--- src/rtl/switch_event_decoder_pkg.sv ---
// Shared FSM encodings and default timing constants for the switch event decoder.
package switch_event_pkg;

   localparam logic [1:0] IDLE    = 2'd0;
   localparam logic [1:0] PRESSED = 2'd1;
   localparam logic [1:0] HELD    = 2'd2;

   localparam int unsigned DEFAULT_LONG_CYCLES   = 25000000;
   localparam int unsigned DEFAULT_REPEAT_CYCLES = 5000000;
   localparam int unsigned DEFAULT_COUNT_WIDTH   = 4;

   function automatic int unsigned max_u(input int unsigned a, input int unsigned b);
      return (a > b) ? a : b;
   endfunction

endpackage

--- src/rtl/switch_event_decoder_event_timer.sv ---
// Clearable up-counter with a terminal-count compare against a runtime-selected limit.
module event_timer #(
   parameter int unsigned Width = 3
) (
   input  logic             clk_i,
   input  logic             rst_i,
   input  logic             clear_i,
   input  logic             enable_i,
   input  logic [Width-1:0] limit_i,
   output logic             match_o
);

   logic [Width-1:0] count_d, count_q;

   always_comb begin
      count_d = count_q;
      if (clear_i) begin
         count_d = '0;
      end else if (enable_i) begin
         count_d = count_q + 1'b1;
      end
   end

   always_ff @(posedge clk_i or posedge rst_i) begin
      if (rst_i) begin
         count_q <= '0;
      end else begin
         count_q <= count_d;
      end
   end

   assign match_o = (count_q == limit_i);

endmodule

--- src/rtl/switch_event_decoder.sv ---
// Turns a debounced switch level into press/release/long/repeat pulses and a wrapping event count.
module switch_event_decoder
   import switch_event_pkg::*;
#(
   parameter int unsigned c_LONG_CYCLES   = DEFAULT_LONG_CYCLES,
   parameter int unsigned c_REPEAT_CYCLES = DEFAULT_REPEAT_CYCLES,
   parameter int unsigned c_COUNT_WIDTH   = DEFAULT_COUNT_WIDTH
) (
   input  logic                     i_Clk,
   input  logic                     i_Rst,
   input  logic                     i_Switch,
   output logic                     o_Press,
   output logic                     o_Release,
   output logic                     o_Long,
   output logic                     o_Repeat,
   output logic                     o_Held,
   output logic [c_COUNT_WIDTH-1:0] o_Count
);

   localparam int unsigned TimerWidth = $clog2(max_u(c_LONG_CYCLES, c_REPEAT_CYCLES));
   localparam logic [TimerWidth-1:0] LongLimit   = TimerWidth'(c_LONG_CYCLES - 1);
   localparam logic [TimerWidth-1:0] RepeatLimit = TimerWidth'(c_REPEAT_CYCLES - 1);

   logic [1:0]               state_d, state_q;
   logic                     prev_q;
   logic                     press_d, press_q;
   logic                     release_d, release_q;
   logic                     long_d, long_q;
   logic                     repeat_d, repeat_q;
   logic                     held_d, held_q;
   logic [c_COUNT_WIDTH-1:0] count_d, count_q;

   logic                     rise, fall;
   logic                     timer_clear, timer_enable, timer_match;
   logic [TimerWidth-1:0]    timer_limit;

   assign rise        = i_Switch & ~prev_q;
   assign fall        = ~i_Switch & prev_q;
   assign timer_limit = (state_q == HELD) ? RepeatLimit : LongLimit;

   event_timer #(
      .Width (TimerWidth)
   ) u_event_timer (
      .clk_i    (i_Clk),
      .rst_i    (i_Rst),
      .clear_i  (timer_clear),
      .enable_i (timer_enable),
      .limit_i  (timer_limit),
      .match_o  (timer_match)
   );

   // Falling edge is tested first so a release always beats a coincident timer match.
   always_comb begin
      state_d      = state_q;
      press_d      = 1'b0;
      release_d    = 1'b0;
      long_d       = 1'b0;
      repeat_d     = 1'b0;
      held_d       = held_q;
      count_d      = count_q;
      timer_clear  = 1'b0;
      timer_enable = 1'b0;
      case (state_q)
         IDLE: begin
            if (rise) begin
               state_d     = PRESSED;
               press_d     = 1'b1;
               count_d     = count_q + 1'b1;
               timer_clear = 1'b1;
            end
         end
         PRESSED: begin
            if (fall) begin
               state_d     = IDLE;
               release_d   = 1'b1;
               timer_clear = 1'b1;
            end else if (timer_match) begin
               state_d     = HELD;
               long_d      = 1'b1;
               held_d      = 1'b1;
               timer_clear = 1'b1;
            end else if (i_Switch) begin
               timer_enable = 1'b1;
            end
         end
         HELD: begin
            if (fall) begin
               state_d     = IDLE;
               release_d   = 1'b1;
               held_d      = 1'b0;
               timer_clear = 1'b1;
            end else if (timer_match) begin
               repeat_d    = 1'b1;
               count_d     = count_q + 1'b1;
               timer_clear = 1'b1;
            end else if (i_Switch) begin
               timer_enable = 1'b1;
            end
         end
         default: begin
            state_d     = IDLE;
            held_d      = 1'b0;
            timer_clear = 1'b1;
         end
      endcase
   end

   always_ff @(posedge i_Clk or posedge i_Rst) begin
      if (i_Rst) begin
         state_q   <= IDLE;
         prev_q    <= 1'b0;
         press_q   <= 1'b0;
         release_q <= 1'b0;
         long_q    <= 1'b0;
         repeat_q  <= 1'b0;
         held_q    <= 1'b0;
         count_q   <= '0;
      end else begin
         state_q   <= state_d;
         prev_q    <= i_Switch;
         press_q   <= press_d;
         release_q <= release_d;
         long_q    <= long_d;
         repeat_q  <= repeat_d;
         held_q    <= held_d;
         count_q   <= count_d;
      end
   end

   assign o_Press   = press_q;
   assign o_Release = release_q;
   assign o_Long    = long_q;
   assign o_Repeat  = repeat_q;
   assign o_Held    = held_q;
   assign o_Count   = count_q;

endmodule

--- config.mk ---
export PLATFORM = sky130hd
export DESIGN_NAME = switch_event_decoder
export DESIGN_NICKNAME = d
export VERILOG_FILES = /design/src/rtl/switch_event_decoder_pkg.sv /design/src/rtl/switch_event_decoder_event_timer.sv /design/src/rtl/switch_event_decoder.sv
export SDC_FILE = /design/constraint.sdc
export NUM_CORES = 1
export LEC_CHECK = 0
export CORE_MARGIN = 1.5
export CORE_UTILIZATION = 45
export CTS_CLUSTER_DIAMETER = 60
export DETAILED_ROUTE_END_ITERATION = 7
export HOLD_SLACK_MARGIN = 0.12
export SKIP_CTS_REPAIR_TIMING = 1
export SLEW_MARGIN = 5
export SYNTH_ARGS = -nofsm -noshare
export SYNTH_HDL_FRONTEND = slang
export SYNTH_SLANG_ARGS = --single-unit
--- constraint.sdc ---
create_clock -name i_Clk -period 3 [get_ports i_Clk]
set_input_delay 0.6 -clock i_Clk [delete_from_list [all_inputs] [get_ports i_Clk]]
set_output_delay 0.6 -clock i_Clk [all_outputs]
set_load 0.03 [all_outputs]
* After elaboration in Yosys (flattened, before gate mapping) *
Cells that the tools add are included.

operators by class
  add/sub/neg operators = 2
  eq/ne operators = 10
  muxes and demuxes = 30
  bitwise operators = 5
  reduce and logical (&&, ||, !) cells = 7

operators with widths
  kind                                                             number
  25-bit 2-to-1 mux                                                3
  25-bit by 1-bit adder with 25-bit output, second input constant  1
  25-bit == test                                                   1
  1-bit 2-to-1 mux                                                 16
  4-bit 2-to-1 mux                                                 3
  2-bit != test, second input constant                             6
  2-bit 2-to-1 mux                                                 4
  4-bit one-hot mux with 2 select lines                            1
  4-bit AND reduction                                              2
  2-bit one-hot mux with 3 select lines                            1
  4-bit by 1-bit adder with 4-bit output, second input constant    1
  2-bit nonzero test                                               2
  3-bit != test, second input constant                             1
  1-bit inverter                                                   3
  1-bit one-hot mux with 3 select lines                            1
  3-bit AND reduction                                              1
  1-bit bitwise AND                                                2
  2-bit by 1-bit == test with 1-bit output, second input constant  1
  2-bit == test, second input constant                             1
  2-bit logical NOT                                                1
  1-bit one-hot mux with 2 select lines                            1
  2-bit OR reduction                                               1

storage, ports and cells
  flip-flop bits (word level) = 37
  input port bits = 3
  output and inout port bits = 9
  logic and storage cells = 63

* Longest topological paths before layout *
Gate-level depths: netlist of the first run.

  word-level depth = 8
  depth in mapped cells = 9
  gate-level depth less buffers = 7

* Cells and area by module *
Synthesis of the first run repeated with hierarchy kept, for this count alone.

second synthesis, totals
  cell total of the unflattened synthesis = 233
  area total of the unflattened synthesis = 2269.7 sq um

by module, submodules not included
  module                instances  cells an instance  area each (sq um)  seq. area each (sq um)
  event_timer           1          171                1612.8             625.6
  switch_event_decoder  1          62                 656.9              300.3

* Worst setup path after synthesis of the first run *
OpenSTA, ideal clock, no wires.

  path kind = register to register
  from = register state_q[0]
  to = register u_event_timer.count_q[14]
  library setup time = 134 ps
  arrival = 1961 ps
  data required time = 2866 ps
  setup slack = 904 ps
  cell stages (with the launch flop) = 9
  buffers on the path = 1
  period minus slack after synthesis = 2096 ps
  cells stage by stage = dfrtp_1 inv_1 ha_1 nor4b_1 nand4_1 a21o_1 a21boi_1 buf_2 nor3_1

between the ends
  longest elaborated chain between the ends = 7
  elaborated cells on any way between the ends = 14
  those cells by class = 3 x eq/ne; 8 x mux; 3 x reduce/logical

ends and longest elaborated chain
  element                                                                    RTL line                                                RTL
  from (decl)                                                                switch_event_decoder.sv:24                              logic [1:0] state_d, state_q;
  from (signal assigned)                                                     switch_event_decoder.sv:119                             state_q <= state_d;
  2-bit == test                                                              switch_event_decoder.sv:39, switch_event_decoder.sv:63
  25-bit 2-to-1 mux                                                          switch_event_decoder.sv:39                              assign timer_limit = (state_q == HELD) ? RepeatLimit : LongLimit;
  25-bit == test                                                             switch_event_decoder_event_timer.sv:32                  assign match_o = (count_q == limit_i);
  1-bit 2-to-1 mux, on equally long branches                                 switch_event_decoder.sv:77, switch_event_decoder.sv:92
  1-bit 2-to-1 mux                                                           switch_event_decoder.sv:87                              if (fall) begin
  1-bit one-hot mux with 2 select lines or 1-bit 2-to-1 mux (tied branches)  --
  25-bit 2-to-1 mux or 2-bit nonzero test (tied branches)                    --
  to (signal assigned)                                                       switch_event_decoder_event_timer.sv:28                  count_q <= count_d;
  to (decl)                                                                  switch_event_decoder_event_timer.sv:13                  logic [Width-1:0] count_d, count_q;

Several ways; a longest one is shown, not always the timed one.
A chain may end at the register's enable or synchronous reset.

* Worst setup path after layout of the first run *
  from = register state_q[0]
  to = register u_event_timer.count_q[19]

The elaborated chain is that of the path after synthesis.

==> flow_summary.json, run 1 <==
{
  "cts_inserted_buffers": 5,
  "main_combinational_cell_family_by_area_after_synthesis": "simple AND/OR/NAND/NOR gates",
  "drtAntennaViolNets": 0,
  "max_clock_freq_mhz": 406.0,
  "total_power_divided_by_cell_area_nw_per_um2": 552.4,
  "boundaryPins": 12,
  "drv_cap": 0,
  "global_route.usage.total_pct": 21.31,
  "yosys.area_share.simple_pct": 29.08,
  "dp.cells": 280,
  "timing.slew.headroom_pct": 61.51,
  "clock_sink_count": 37,
  "cts_buffer_depth": 2,
  "overall_die_area_um2": 5104,
  "yosysWarnings": 0,
  "core.rowCount": 24,
  "worstHoldPathType": "reg2reg",
  "synth.area.top_cells": "sky130_fd_sc_hd__dfrtp_1, sky130_fd_sc_hd__a211oi_1, sky130_fd_sc_hd__nand4_1",
  "fin_area_um2": 2375,
  "cts_tree": "built",
  "areaGrowthSynthToFinish_pct": 12.64,
  "fill_cells": 419,
  "worstRegToRegCells": 8,
  "p_leak_nw": 0.9282,
  "synth.area.mux_share_pct": 0.5341,
  "synthAdderAreaFrac_pct": 3.561,
  "yosys.cell_types.count": 41,
  "path_max_fanout": 35,
  "grt_overflow_total": 0,
  "seq_area_frac_synth_pct": 43.92,
  "floorplan.core_area_um2": 4444,
  "netlist.top_cell.by_area": "sky130_fd_sc_hd__dfrtp_1",
  "fp.dieH_um": 71.45,
  "synth.ff_latch_count": 37,
  "drt_pre_antenna_iters": 6,
  "die-width_um": 71.45,
  "timing.final.crit_share_pct": 82.10,
  "postSynthCellCount": 222,
  "drt-wirelength-per-cell_um": 17.03,
  "cell_depth_of_the_worst_hold_path": 1,
  "slew_violations": 0,
  "required_ns": 3.19,
  "drive_gt1_share_pct": 8.475,
  "cp_data_arrival_time_ns": 2.65,
  "synthesis.area_um2": 2108,
  "setup.worst_path.start_class": "register",
  "complex_gate_fraction_of_the_synthesized_area_pct": 15.96,
  "failed_checks": "design-rule violations",
  "worst_setup_hold_path_clk_slew_ns": 0.08,
  "yosysTopAreaCellShare_pct": 43.92,
  "crit_type": "reg2reg",
  "layoutNonFillerInstCount": 288,
  "synth.net_count": 231,
  "final.setup_skew_ns": 0.008692,
  "gpl.final_weighted_congestion": 0.8430,
  "start_util_pct": 47.44,
  "drc_viols": 1,
  "place.port_buffers": 11,
  "hpwlAfterDp_mm": 3.269,
  "synthXorXnorAreaFrac_pct": 3.739,
  "tns_ns": 0,
  "grt_first_pass_wirelength_mm": 8.707,
  "grt_setup_unrepaired": "no",
  "finalHoldViolCount": 0,
  "num_vias": 1838,
  "routed_wirelength_mm": 4.905,
  "result_of_the_run": "finished, violations left",
  "final_util_pct": 53.43,
  "syn_area_per_cell_um2": 9.497,
  "clock_latency_ns": 0.29,
  "dpl-instance-area_um2": 2292,
  "dr.first_iter.drc_count": 86,
  "grt_max_degree": 38,
  "min_tclk_post_route_ns": 2.463,
  "fin_nets": 244,
  "antenna_found_initial": 0,
  "clock_tree.htree_level_count": 2,
  "detail_route.vias_per_cell": 6.382,
  "power.ir.vdd_worst_mv": 0.1819,
  "num_antenna_cells": 0,
  "clock_tree.root_cell": "sky130_fd_sc_hd__clkbuf_8",
  "endpoint_kind": "register",
  "setup_violations": 0,
  "number_of_global_route_vias_before_repair": 1861,
  "tightest_slew_ns": 0.5731
}
-- worst max-delay path: stages, from the launching register on --
cell and delay, ns:
sky130_fd_sc_hd__dfrtp_1 0.41, sky130_fd_sc_hd__inv_1 0.12, sky130_fd_sc_hd__ha_1 0.30, sky130_fd_sc_hd__nor4b_1 0.36
sky130_fd_sc_hd__nand4_1 0.24, sky130_fd_sc_hd__a21oi_2 0.35, sky130_fd_sc_hd__buf_12 0.23, sky130_fd_sc_hd__o21ai_0 0.12
sky130_fd_sc_hd__a211oi_1 0.22
-- synthesized netlist by cell type --
cell,count
sky130_fd_sc_hd__a221oi_1,1
sky130_fd_sc_hd__nand2_1,13
sky130_fd_sc_hd__xnor2_1,3
sky130_fd_sc_hd__nand2b_1,3
sky130_fd_sc_hd__nor4bb_1,5
sky130_fd_sc_hd__and2_1,2
sky130_fd_sc_hd__nor2_2,1
sky130_fd_sc_hd__o21ai_1,8
sky130_fd_sc_hd__clkbuf_1,3
sky130_fd_sc_hd__nor4_4,1
sky130_fd_sc_hd__nor4b_1,1
sky130_fd_sc_hd__buf_1,1
sky130_fd_sc_hd__nand3_1,14
sky130_fd_sc_hd__nor4_1,1
sky130_fd_sc_hd__or3_1,9
sky130_fd_sc_hd__nand4_1,13
sky130_fd_sc_hd__o31ai_1,6
sky130_fd_sc_hd__nor2b_1,2
sky130_fd_sc_hd__mux2_1,1
sky130_fd_sc_hd__nand2_2,1
sky130_fd_sc_hd__dfrtp_1,37
sky130_fd_sc_hd__xor2_1,6
sky130_fd_sc_hd__nand4_4,1
sky130_fd_sc_hd__and4_2,1
sky130_fd_sc_hd__or2_2,1
sky130_fd_sc_hd__nor2_1,11
sky130_fd_sc_hd__inv_1,6
sky130_fd_sc_hd__o2111ai_1,1
sky130_fd_sc_hd__or4_1,6
sky130_fd_sc_hd__a21o_1,2
sky130_fd_sc_hd__a21boi_1,1
sky130_fd_sc_hd__nor3_1,11
sky130_fd_sc_hd__buf_2,6
sky130_fd_sc_hd__a211oi_1,19
sky130_fd_sc_hd__o21ai_0,8
sky130_fd_sc_hd__ha_1,6
sky130_fd_sc_hd__nand4b_1,1
sky130_fd_sc_hd__or3_2,1
sky130_fd_sc_hd__and3_1,3
sky130_fd_sc_hd__a21oi_1,4
sky130_fd_sc_hd__a2bb2oi_1,1
-- logic make-up (layout without fill, tap and decap cells) --
family          after synthesis  in the layout
simple gates                102            102
buf+inv                      16             30
xor+xnor                      9              9
compound gates               51             51
mux                           1              1
fa+ha+maj                     6              6
flops                        37             37
-- cell usage in the layout (no fill, tap or decap), drive strengths merged --
cell type	Yosys	final
nor2	12	12
or2	1	1
dfrtp	37	37
clkinv	0	2
or4	6	6
o31ai	6	6
nor2b	2	2
a211oi	19	19
nand2	14	14
and3	3	3
clkbuf	3	6
ha	6	6
nor4bb	5	5
o21ai	16	16
xor2	6	6
nand2b	3	3
nor4	2	2
nor4b	1	1
xnor2	3	3
and2	2	2
inv	6	6
nor3	11	11
buf	7	5
nand3	14	14
mux2	1	1
clkdlybuf4s50	0	11
nand4b	1	1
or3	10	10
a21oi	4	4
a221oi	1	1
and4	1	1
o2111ai	1	1
nand4	14	14
a2bb2oi	1	1
a21boi	1	1
a21o	2	2
-- flip-flops by register name, summed over array words and instances (netlist names) --
signal                 count
o_Count                    4
o_Repeat                   1
o_Press                    1
o_Release                  1
o_Long                     1
prev_q                     1
o_Held                     1
u_event_timer.count_q     25
state_q                    2
-- metrics by stage --
step / setup WS (ns) / hold slack [ns] / power, mW
after floorplan: 0.9043 / 0.5407 / 0.8532
after global routing: 0.2074 / 0.5144 / 1.388
final: 0.5370 / 0.4758 / 1.312
after CTS: 0.5190 / 0.4770 / 1.322
after global placement: 0.3677 / 0.4612 / 0.9653
after detailed placement: 0.2955 / 0.4669 / 0.9806
-- layer usage --
| metal | track usage, % | vias to the layer above | share of wire (%) |
|---|---|---|---|
| met1 | 28.31 | 902 | 45 |
| met5 | 0 | - | 0 |
| met3 | 3.235 | 7 | 4.1 |
| met4 | 5.983 | 0 | 1.1 |
| li1 | - | 879 | - |
| met2 | 36.24 | 50 | 49 |
-- where the power goes --
| part | switching [mW] | internal (mW) | leakage (nW) |
|---|---|---|---|
| clock network | 0.179 | 0.161 | 0.0450 |
| logic | 0.222 | 0.147 | 0.381 |
| registers | 0.0510 | 0.551 | 0.502 |
| total | 0.452 | 0.860 | 0.928 |
-- path summary, 6_finish.rpt --
| check | from | end | slack (ns) |
|---|---|---|---|
| worst max-delay path | state_q[0] | u_event_timer.count_q[19] | 0.54 |
| worst min-delay path | o_Count[3] | o_Count[3] | 0.48 |
| worst max register to register | state_q[0] | u_event_timer.count_q[19] | 0.54 |
| worst min register to register | o_Count[3] | o_Count[3] | 0.48 |
| max in group asynchronous | i_Rst | u_event_timer.count_q[17] | 1.92 |
| min in group asynchronous | i_Rst | o_Held | 0.73 |
-- cell type report --
cell class | instances | area [µm²] | area share [%]
multi-input combinational | 169 | 1119 | 47.10
sequential | 37 | 925.9 | 38.99
tap | 52 | 65.06 | 2.740
clock inverter | 2 | 10.01 | 0.4215
clock buffer | 6 | 72.57 | 3.056
timing repair buffer | 16 | 160.2 | 6.744
inverter | 6 | 22.52 | 0.9484
Power figures use the tool's default switching activity.
==> inputs of run 2 (changes only) <==
--- a/config.mk
+++ b/config.mk
@@ -10,6 +10,7 @@
 export CTS_CLUSTER_DIAMETER = 60
 export DETAILED_ROUTE_END_ITERATION = 7
 export HOLD_SLACK_MARGIN = 0.12
+export PLACE_DENSITY = 0.65
 export SKIP_CTS_REPAIR_TIMING = 1
 export SLEW_MARGIN = 5
 export SYNTH_ARGS = -nofsm -noshare
==> constraint.sdc (replaced) <==
create_clock -name i_Clk -period 2 [get_ports i_Clk]
set_input_delay 0.4 -clock i_Clk [delete_from_list [all_inputs] [get_ports i_Clk]]
set_output_delay 0.4 -clock i_Clk [all_outputs]
set_load 0.03 [all_outputs]
==> run 2 against run 1 <==
The flow finishes with violations (design-rule violations, negative setup slack). Utilization is 19 points higher. Combinational power is 140% higher. Count of clock-buffer cells in the layout stayed put. Sequential share of layout area is 10 points lower. Design area is 36% higher. Largest cell class unchanged.
==> flow_summary.json, run 2 (same netlist as run 1, synthesis figures left out) <==
{
  "floorplan.core_area_um2": 4444,
  "detail_route.vias_per_cell": 6.153,
  "num_vias": 2129,
  "cp.buffers_inverters": 2,
  "drv_cap": 0,
  "regToRegEndpoint": "u_event_timer.count_q[17]",
  "dominant_delay_contributor_by_cell_family_on_the_critical_path": "simple AND/OR/NAND/NOR gates",
  "path_cells": "ha_4, nor4b_4, nand4_1, buf_6, a21oi_4, buf_6, or4_1, a211oi_2",
  "areaGrowthSynthToFinish_pct": 52.94,
  "cts_buffer_depth": 2,
  "layoutNonFillerInstCount": 346,
  "overall_power_after_layout_mw": 2.287,
  "critical_path.max_stage_delay_ns": 0.54,
  "clock_latency_ns": 0.30,
  "drt_pre_antenna_iters": 6,
  "fill_cells": 311,
  "gpl.final_weighted_congestion": 0.9290,
  "num_antenna_cells": 0,
  "drt-wirelength-per-cell_um": 18.25,
  "grt_overflow_total": 0,
  "finalHoldViolCount": 0,
  "boundaryPins": 12,
  "worst-path-stages": 8,
  "r2r-start": "state_q[1]",
  "most-common-layout-cells": "sky130_fd_sc_hd__buf_4, sky130_fd_sc_hd__dfrtp_1, sky130_fd_sc_hd__a211oi_2",
  "grt_max_degree": 38,
  "critPathMostFrequentCell": "sky130_fd_sc_hd__buf_6",
  "timing.final.crit_share_pct": 108.1,
  "min_tclk_post_route_ns": 2.162,
  "dr.first_iter.drc_count": 165,
  "final.setup_skew_ns": 0.009736,
  "cts_inserted_buffers": 5,
  "fin_nets": 302,
  "power.ir.vdd_worst_mv": 0.3817,
  "timing.slew.headroom_pct": 67.89,
  "worstHoldPathType": "reg2reg",
  "drc_viols": 1,
  "global_route.usage.total_pct": 22.66,
  "path_max_fanout": 8,
  "layout.cells.most_common": "sky130_fd_sc_hd__buf_4",
  "core.rowCount": 24,
  "timing.reg2reg.setup_slack_ns": -0.16,
  "setup.worst_path.start_class": "register",
  "failed_checks": "design-rule violations, negative setup slack",
  "tightest_slew_ns": 0.4817,
  "result_of_the_run": "finished, violations left",
  "worstRegToRegCells": 8,
  "fin_area_um2": 3224,
  "worst_setup_hold_path_clk_slew_ns": 0.08,
  "cp-endpoint": "u_event_timer.count_q[17]",
  "grt_first_pass_wirelength_mm": 8.970,
  "place.port_buffers": 11,
  "p_leak_nw": 1.325,
  "antenna_found_initial": 0,
  "slew_violations": 0,
  "largest_register_ffs": 25,
  "die-width_um": 71.45,
  "drtAntennaViolNets": 0,
  "dpl-instance-area_um2": 2676,
  "max_clock_freq_mhz": 462.6,
  "fp.dieH_um": 71.45,
  "register_bank_with_the_most_flops": "u_event_timer.count_q",
  "setup_violations": 23,
  "setup_ws_ns": -0.1617,
  "grt_setup_unrepaired": "yes",
  "drive_gt1_share_pct": 43.54,
  "start_util_pct": 47.44,
  "required_ns": 2.19,
  "total_power_divided_by_cell_area_nw_per_um2": 709.3,
  "hpwlAfterDp_mm": 3.705,
  "cp_data_arrival_time_ns": 2.36,
  "number_of_global_route_vias_before_repair": 1908,
  "clock_sink_count": 37,
  "routed_wirelength_mm": 6.313,
  "clock_tree.htree_level_count": 2,
  "hold_path.startpoint": "o_Count[3]",
  "overall_die_area_um2": 5104,
  "critPathLaunch": "state_q[1]",
  "cts_tree": "built",
  "dp.cells": 327,
  "clock_tree.root_cell": "sky130_fd_sc_hd__clkbuf_8",
  "endpoint_kind": "register",
  "slowest_stage": "sky130_fd_sc_hd__or4_1",
  "crit_type": "reg2reg"
}
-- run 2: how the worst min path moves through the flow --
stage / end / slack (ns) / depth (start not counted)
global placement: o_Count[3] / 0.46 / 1
finish: o_Count[3] / 0.47 / 1
detailed placement: o_Count[3] / 0.46 / 1
CTS: o_Count[3] / 0.48 / 1
floorplan: prev_q / 0.43 / 0
global route: o_Count[3] / 0.51 / 1
-- run 2: through the flow --
| step | hold WS [ns] | utilization [%] | setup WS [ns] | TNS (ns) |
|---|---|---|---|---|
| after CTS | 0.4764 | 62.08 | -0.1422 | -1.002 |
| after floorplan | 0.4314 | - | -0.01402 | -0.01402 |
| after detailed placement | 0.4621 | 60.22 | -0.2897 | -3.457 |
| after global routing | 0.5118 | 72.55 | -0.2314 | -3.545 |
| after global placement | 0.4608 | 60.22 | -0.2485 | -2.799 |
| final | 0.4684 | 72.55 | -0.1617 | -0.9125 |
-- run 2: layout make-up --
class / instances / area, µm² / area share [%]
clock inverters: 2 / 10.01 / 0.3104
inverters: 6 / 22.52 / 0.6985
multi-input cells: 169 / 1436 / 44.55
repair buffers: 74 / 691.9 / 21.46
flip-flops and latches: 37 / 925.9 / 28.72
clock buffers: 6 / 72.57 / 2.251
well taps: 52 / 65.06 / 2.018
-- run 2: worst register-to-register path, stage by stage, from the launching register on --
cell,delay [ns]
sky130_fd_sc_hd__dfrtp_1,0.42
sky130_fd_sc_hd__ha_4,0.19
sky130_fd_sc_hd__nor4b_4,0.13
sky130_fd_sc_hd__nand4_1,0.12
sky130_fd_sc_hd__buf_6,0.14
sky130_fd_sc_hd__a21oi_4,0.11
sky130_fd_sc_hd__buf_6,0.16
sky130_fd_sc_hd__or4_1,0.54
sky130_fd_sc_hd__a211oi_2,0.25
-- run 2: routing by layer --
| layer | vias to the layer above | part of all wire [%] | track usage, % |
|---|---|---|---|
| met4 | 0 | 2.6 | 8.120 |
| met5 | - | 0 | 0 |
| li1 | 988 | - | - |
| met2 | 74 | 49 | 36.97 |
| met1 | 1046 | 43 | 29.24 |
| met3 | 21 | 4.9 | 5.767 |
-- run 2: power by group --
part | leakage (nW) | switching (mW) | internal (mW)
sequential | 0.502 | 0.0743 | 0.827
combinational | 0.778 | 0.450 | 0.418
clock | 0.0450 | 0.276 | 0.242
==> inputs of run 3 (changes only) <==
--- a/config.mk
+++ b/config.mk
@@ -16,3 +16,4 @@
 export SYNTH_ARGS = -nofsm -noshare
 export SYNTH_HDL_FRONTEND = slang
 export SYNTH_SLANG_ARGS = --single-unit
+export TNS_END_PERCENT = 1
==> constraint.sdc (replaced) <==
create_clock -name i_Clk -period 2 [get_ports i_Clk]
set_input_delay 0.2 -clock i_Clk [delete_from_list [all_inputs] [get_ports i_Clk]]
set_output_delay 0.2 -clock i_Clk [all_outputs]
set_load 0.03 [all_outputs]
==> run 3 against run 2 <==
The flow still finishes with violations (design-rule violations, negative setup slack). Utilization shrank 5.9 points. Cell count fell by 1.2%. Sequential cell count stayed put. Largest power group unchanged. Clock skew is essentially flat. Largest cell class unchanged. First-iteration DRC count down 44%. Non-clock buffer count is 4 lower. Critical endpoint unchanged. Hold slack lost 0.16 ns. Sequential power shrank 1%. Routed wire length fell by 6.9%.
==> flow_summary.json, run 3 (same netlist as run 1, synthesis figures left out) <==
{
  "result_of_the_run": "finished, violations left",
  "failed_checks": "design-rule violations, negative setup slack",
  "cts_inserted_buffers": 5,
  "clock_sink_count": 37,
  "slowest_stage": "sky130_fd_sc_hd__or4_4",
  "setup_violations": 28,
  "layout.cells.most_common": "sky130_fd_sc_hd__buf_4",
  "tightest_slew_ns": 0.4859,
  "num_vias": 2054,
  "dr.first_iter.drc_count": 92,
  "die-width_um": 71.45,
  "largest_register_ffs": 25,
  "fill_cells": 372,
  "drtAntennaViolNets": 0,
  "drt_pre_antenna_iters": 6,
  "drc_viols": 2,
  "final.setup_skew_ns": 0.009661,
  "cp.buffers_inverters": 3,
  "number_of_global_route_vias_before_repair": 1864,
  "endpoint_kind": "register",
  "grt_max_degree": 38,
  "tns_ns": -2.182,
  "timing.slew.headroom_pct": 67.61,
  "worstHoldPathType": "in2async",
  "power.sequential.fraction_pct": 40.9,
  "grt_first_pass_wirelength_mm": 8.790,
  "clock_latency_ns": 0.30,
  "layoutNonFillerInstCount": 342,
  "power.clock.fraction_pct": 24.8,
  "detail_route.vias_per_cell": 6.006,
  "cp_data_arrival_time_ns": 2.33,
  "timing.final.crit_share_pct": 105.8,
  "register_bank_with_the_most_flops": "u_event_timer.count_q",
  "floorplan.core_area_um2": 4444,
  "setup.worst_path.start_class": "register",
  "crit_type": "reg2reg",
  "clock_tree.root_cell": "sky130_fd_sc_hd__clkbuf_8",
  "most-common-layout-cells": "sky130_fd_sc_hd__buf_4, sky130_fd_sc_hd__dfrtp_1, sky130_fd_sc_hd__nand3_1, sky130_fd_sc_hd__a211oi_1",
  "area_occupied_by_multi_input_gates_um2": 1201,
  "finalHoldViolCount": 0,
  "drv_cap": 0,
  "num_antenna_cells": 0,
  "max_clock_freq_mhz": 472.5,
  "core.rowCount": 24,
  "dpl-instance-area_um2": 2651,
  "place.port_buffers": 11,
  "slew_violations": 0,
  "grt_setup_unrepaired": "yes",
  "dp.cells": 324,
  "required_ns": 2.22,
  "path_max_fanout": 9,
  "sequential_cell_area_um2": 928.4,
  "overall_die_area_um2": 5104,
  "p_leak_nw": 1.233,
  "power.share.switching_pct": 34.65,
  "path_cells": "inv_2, ha_2, nor4b_4, nand4_1, a21oi_4, buf_12, clkbuf_16, or4_4, a211oi_2",
  "final_util_pct": 66.67,
  "areaGrowthSynthToFinish_pct": 40.53,
  "routed_wirelength_mm": 5.876,
  "global_route.usage.total_pct": 22.44,
  "dp_worst_slack_ns": -0.1120,
  "min_tclk_post_route_ns": 2.116,
  "clock_tree.htree_level_count": 2,
  "total_switching_power_uw": 756.1,
  "fin_nets": 298,
  "cts_tree": "built",
  "fin_area_um2": 2963,
  "gpl.final_weighted_congestion": 0.8802,
  "start_util_pct": 47.44,
  "total_power_divided_by_cell_area_nw_per_um2": 736.4,
  "power.ir.vdd_worst_mv": 0.3774,
  "worst_setup_hold_path_clk_slew_ns": 0.08,
  "combinationalPowerShare_pct": 34.3,
  "antenna_found_initial": 0,
  "fp.dieH_um": 71.45,
  "grt_overflow_total": 0,
  "hpwlAfterDp_mm": 3.650,
  "p_int_mw": 1.426,
  "cts_buffer_depth": 2,
  "drt-wirelength-per-cell_um": 17.18,
  "critical_path.max_stage_delay_ns": 0.51,
  "boundaryPins": 12,
  "setup_ws_ns": -0.1163,
  "drive_gt1_share_pct": 31.72,
  "dominant_delay_contributor_by_cell_family_on_the_critical_path": "simple AND/OR/NAND/NOR gates"
}
[run 3: changes by cell type in the layout (fill, tap and decap cells not counted), sizes merged]
cell      before  now
buf           60   56
clkbuf         9    8
clkinvlp       0    1
[run 3: worst paths after layout]
path / slack (ns) / start / end / cells past startpoint
setup reg to reg: -0.12 / state_q[0] / u_event_timer.count_q[17] / 9
hold reg to reg: 0.48 / o_Count[3] / o_Count[3] / 1
min in group i_Clk: 0.48 / o_Count[3] / o_Count[3] / 1
hold / removal: 0.31 / i_Rst / o_Count[0] / 3
setup / recovery: -0.12 / state_q[0] / u_event_timer.count_q[17] / 9
max in group asynchronous: 1.31 / i_Rst / u_event_timer.count_q[4] / 3
[run 3: metal layers]
| layer | part of all wire (%) | wire, µm | global-route usage (%) |
|---|---|---|---|
| met1 | 44 | 2562 | 30.63 |
| met2 | 49 | 2877 | 35.62 |
| met3 | 5.1 | 300 | 4.219 |
| met4 | 2.3 | 135 | 8.333 |
| met5 | 0 | 0 | 0 |
[run 3: worst reg2reg max path: cells and delay by family (launching register included)]
family          cells  cell delay, ns
buf+inv             3            0.36
fa+ha+maj           1            0.19
compound gates      2            0.30
simple gates        3            0.82
flops               1            0.37
[run 3: per-stage QoR]
step	hold slack, ns	total power, mW
after detailed placement	0.4691	1.612
after floorplan	0.2314	1.282
after CTS	0.3286	2.148
final	0.3086	2.182
after global routing	0.3747	2.303
after global placement	0.4639	1.601
[run 3: area by class of cell]
type / count / share of cell area (%)
Multi-Input combinational cell: 169 / 40.54
Tap cell: 52 / 2.196
Sequential cell: 37 / 31.33
Timing Repair Buffer: 70 / 22.26
Clock inverter: 3 / 0.5912
Clock buffer: 5 / 2.323
Inverter: 6 / 0.7601
[run 3: power by group through the flow]
stage | clock network, mW | registers (mW) | logic [mW]
6_report | 0.541 | 0.892 | 0.749
3_5_place_dp | 0 | 0.907 | 0.705
4_1_cts | 0.547 | 0.892 | 0.708
3_3_place_gp | 0 | 0.903 | 0.699
5_1_grt | 0.577 | 0.904 | 0.821
2_1_floorplan | 0 | 1.00 | 0.282
